<file path="src/rtl/sar_search.sv">
// Successive-approximation search: drives a trial value into an external magnitude
// comparator and settles on the hidden target one bit per cycle, MSB first.
//
// state | meaning
// IDLE  | waiting for start, guess held at 0
// TRY   | one trial per cycle, verdict sampled on each edge
// DONE  | one-cycle completion pulse, guess returns to 0
module sar_search #(
  parameter int WIDTH = 4
) (
  input  logic                       clk,
  input  logic                       rst_n,
  input  logic                       start,
  output logic [WIDTH-1:0]           guess,
  input  logic                       more,
  input  logic                       less,
  output logic                       busy,
  output logic                       done,
  output logic [WIDTH-1:0]           result,
  output logic [$clog2(WIDTH+1)-1:0] steps,
  output logic                       err
);

  localparam int SW = $clog2(WIDTH+1);
  localparam int IW = (WIDTH > 1) ? $clog2(WIDTH) : 1;
  localparam logic [WIDTH-1:0] MSB = WIDTH'(1) << (WIDTH-1);
  localparam logic [IW-1:0]    TOP = IW'(WIDTH-1);

  typedef enum logic [1:0] {IDLE, TRY, DONE} state_t;

  state_t            state, state_nx;
  logic [IW-1:0]     idx, idx_nx;
  logic [WIDTH-1:0]  guess_nx, result_nx, trial_kept;
  logic [SW-1:0]     steps_nx;
  logic              err_nx;

  always_ff @(posedge clk or negedge rst_n) begin
    if (!rst_n) begin
      state  <= IDLE;
      idx    <= TOP;
      guess  <= '0;
      result <= '0;
      steps  <= '0;
      err    <= 1'b0;
    end else begin
      state  <= state_nx;
      idx    <= idx_nx;
      guess  <= guess_nx;
      result <= result_nx;
      steps  <= steps_nx;
      err    <= err_nx;
    end
  end

  always_comb begin
    state_nx  = state;
    idx_nx    = idx;
    guess_nx  = guess;
    result_nx = result;
    steps_nx  = steps;
    err_nx    = err;
    // "more" means the trial overshot, so the bit under test is dropped
    trial_kept = more ? (guess & ~(WIDTH'(1) << idx)) : guess;

    case (state)
      IDLE: begin
        if (start) begin
          guess_nx  = MSB;
          idx_nx    = TOP;
          steps_nx  = '0;
          err_nx    = 1'b0;
          result_nx = '0;
          state_nx  = TRY;
        end
      end
      TRY: begin
        steps_nx = steps + SW'(1);
        if (more && less) begin
          err_nx    = 1'b1;
          result_nx = guess;
          state_nx  = DONE;
        end else if (!more && !less) begin
          result_nx = guess;
          state_nx  = DONE;
        end else if (idx != '0) begin
          guess_nx = trial_kept | (WIDTH'(1) << (idx - IW'(1)));
          idx_nx   = idx - IW'(1);
        end else begin
          result_nx = trial_kept;
          state_nx  = DONE;
        end
      end
      DONE: begin
        guess_nx = '0;
        state_nx = IDLE;
      end
      default: state_nx = IDLE;
    endcase
  end

  assign busy = (state == TRY);
  assign done = (state == DONE);

endmodule

</file>
<file path="config.mk">
export PLATFORM = sky130hd
export DESIGN_NAME = sar_search
export DESIGN_NICKNAME = d
export VERILOG_FILES = /design/src/rtl/sar_search.sv
export SDC_FILE = /design/constraint.sdc
export NUM_CORES = 1
export LEC_CHECK = 0
export ABC_AREA = 1
export CORE_MARGIN = 4
export CORE_UTILIZATION = 57
export DETAILED_ROUTE_END_ITERATION = 16
export DONT_BUFFER_PORTS = 1
export PLACE_DENSITY_LB_ADDON = 0.15
export SLEW_MARGIN = 20
export SYNTH_ARGS = -nofsm -noshare
export SYNTH_HDL_FRONTEND = slang
export SYNTH_SLANG_ARGS = --single-unit
</file>
<file path="constraint.sdc">
create_clock -name clk -period 3.9 [get_ports clk]
set_input_delay 0.78 -clock clk [delete_from_list [all_inputs] [get_ports clk]]
set_output_delay 0.78 -clock clk [all_outputs]
set_load 0.01 [all_outputs]
</file>
==> impl_metrics.yaml <==
setup_path:
  max_stage_delay_ps: 470
  cp_data_arrival_time_ps: 1300
  reg2reg_setup_slack_ps: 2270
  endpoint: "busy"
  rr_endpoint: "idx[0]"
  timing.rr.start: "state[1]"
  r2r_cells: 8
  crit_type: "flop to output pin"
  required_ps: 3120
  path_max_fanout: 12
  critPathLaunchType: "flop"
  slowest_stage: "ha_1"
  worst_setup_path_end_kind: "output pin"
  path_cells: "inv_1 > ha_1"
  crit_path_start: "state[1]"
synthesis:
  synth.yosys.seq_area_share: 0.363
  ys.flop_type: "dfrtp_1"
  avgSynthCellArea_um2: 7.92
  synth_most_common_cell: "nand2_1"
  synth_top_area_share: 0.316
  ys_warn_count: 0
  synth_area_um2: 1110
  synth_cell_types: 21
  synth_top_cells_by_count: "nand2_1 (43), dfrtp_1 (14), nor2_1 (14)"
  yosysTopAreaCell: "dfrtp_1"
  synth-seq-cells: 16
  ys_top_cells_by_area: "dfrtp_1 (32%), nand2_1 (15%), ha_1 (12%)"
  synthesis.nets: 156
  synth_edf_count: 0
  synthCells: 140
  ys_async_sr_fraction: 1.00
global_route:
  overflow: 0
  grt_pass1_vias: 877
  grt_max_degree: 17
  grt_util_all_layers: 0.195
  antenna_found_initial: 0
  grt_pass1_wl_mm: 3.97
floorplan:
  io_pins: 19
  dieArea_um2: 2710
  die_h_um: 52.1
  die_w_um: 52.1
  fp-row-count: 15
  core_area_um2: 1780
  start_util: 0.622
timing:
  worst_pin_slew_ps: 483
  finClkSkew_ps: 4.25
  hold_viol: 0
  finalCritPeriodShare: 0.534
  maxSlewHeadroom: 0.678
  tns_ps: 0
  max_freq_mhz: 481
  rsz0062_at_grt: "no"
  period_needed_ps: 2080
  setup_viol: 0
  maxSlewViolCount: 0
  finalWorstSetupSlack_ps: 1820
cts:
  htreeDepth: 1
  holdBufCountCts: 0
  post_cts_buffers: 0
  cts_made_buffers: 3
  clock_sinks: 16
  ctsResizeCount: 0
  cts_tree: "built"
  clockBufferDepth: 2
  cts_root_buffer: "clkbuf_4"
  clkTransAtPathRegs_ps: 100
  clk_latency_ps: 280
drt:
  drc_errors: 0
  ant_nets: 0
  drt-vias-per-instance: 5.23
  drt-total-wl_mm: 2.21
  num_vias: 879
  route.detailed.wl_per_inst_um: 13.1
  drt_iter0_drc: 13
  drtPass1Iterations: 4
place:
  dp_hpwl_mm: 1.75
  numPortBuffers: 0
  placed_cell_area_um2: 1130
  place_congestion: 0.923
  dpl.cell_count: 164
  place_ws_ps: 2130
power_and_ir_drop:
  pwr_density_cell_nw_per_um2: 783
  worst_ir_drop_vdd_uv: 427
  power_leakage_nw: 0.628
status:
  status: "completed"
cells_and_area:
  fillers: 149
  final_core_util: 0.655
  drive_gt1_frac: 0.203
  final_cells: 168
  area_delta_synth_final_pct: 5.42
  finish.instance_area_um2: 1170
  layout.nets: 160
  antenna_cells: 0
run:
  maxCapViolCount: 0
min_path:
  hold_class: "primary input to async pin"
-- where the power goes --
part           internal, mW  switching, mW
logic                 0.170          0.320
registers             0.232         0.0810
clock network        0.0568         0.0549
-- through the flow --
stage | hold WS, ps | total power [mW]
final | 173 | 0.915
after global routing | 146 | 1.01
after CTS | 160 | 0.924
after detailed placement | 484 | 0.808
after global placement | 482 | 0.795
after floorplan | 466 | 0.709
-- registers in the layout, summed over array words and instances (netlist names) --
register,cells
err,1
guess,4
idx,2
result,4
state,2
steps,3
-- area by class of cell --
| cell class | count | area (µm²) | area share |
|---|---|---|---|
| multi-input combinational | 107 | 637 | 0.545 |
| sequential | 16 | 403 | 0.345 |
| inverter | 16 | 61.3 | 0.0525 |
| clock buffer | 4 | 36.3 | 0.0310 |
| tap | 25 | 31.3 | 0.0268 |
-- kinds of logic (layout without fill, tap and decap cells) --
family,after synthesis,after routing,synth area share
fa+ha+maj,11,11,0.124
flops,16,16,0.363
buf+inv,17,20,0.0621
xor+xnor,1,1,0.00790
compound gates,8,8,0.0508
simple gates,87,87,0.392
-- cell usage in the layout (no fill, tap or decap) --
cell type and n:
dfrtp_1 14, a21boi_0 1, clkbuf_8 1, nand3_2 1, nor2_1 14, clkinv_2 1, nand4_1 4, nand3_1 11
nand3_4 2, clkbuf_4 3, nand2_1 43, inv_1 11, a21oi_1 3, nand2_2 8, nor2_4 2, xor2_1 1
o31ai_1 1, o21ai_2 3, ha_1 11, inv_2 4, nand2_4 2, dfstp_2 2
-- routing by layer --
layer	up-vias	global-route usage	wire length, µm
met2	17	0.316	1010
met1	411	0.262	1070
met3	2	0.0487	113
li1	449	-	-
met4	0	0.0393	12
met5	-	0	0
-- critical path: cells and delay by family, from the launching register on --
kind / cells / cell delay, ps
flops: 1 / 430
buf+inv: 1 / 110
fa+ha+maj: 1 / 470
-- how the worst min path moves through the flow --
stage	start	end	slack, ps	cells after the start
CTS	rst_n	guess[3]	160	0
global placement	rst_n	guess[2]	480	0
global route	rst_n	guess[3]	150	0
detailed placement	rst_n	guess[3]	480	0
finish	rst_n	guess[3]	170	0
floorplan	idx[1]	idx[1]	470	2
No activity file was read; power rests on OpenSTA's default activity.
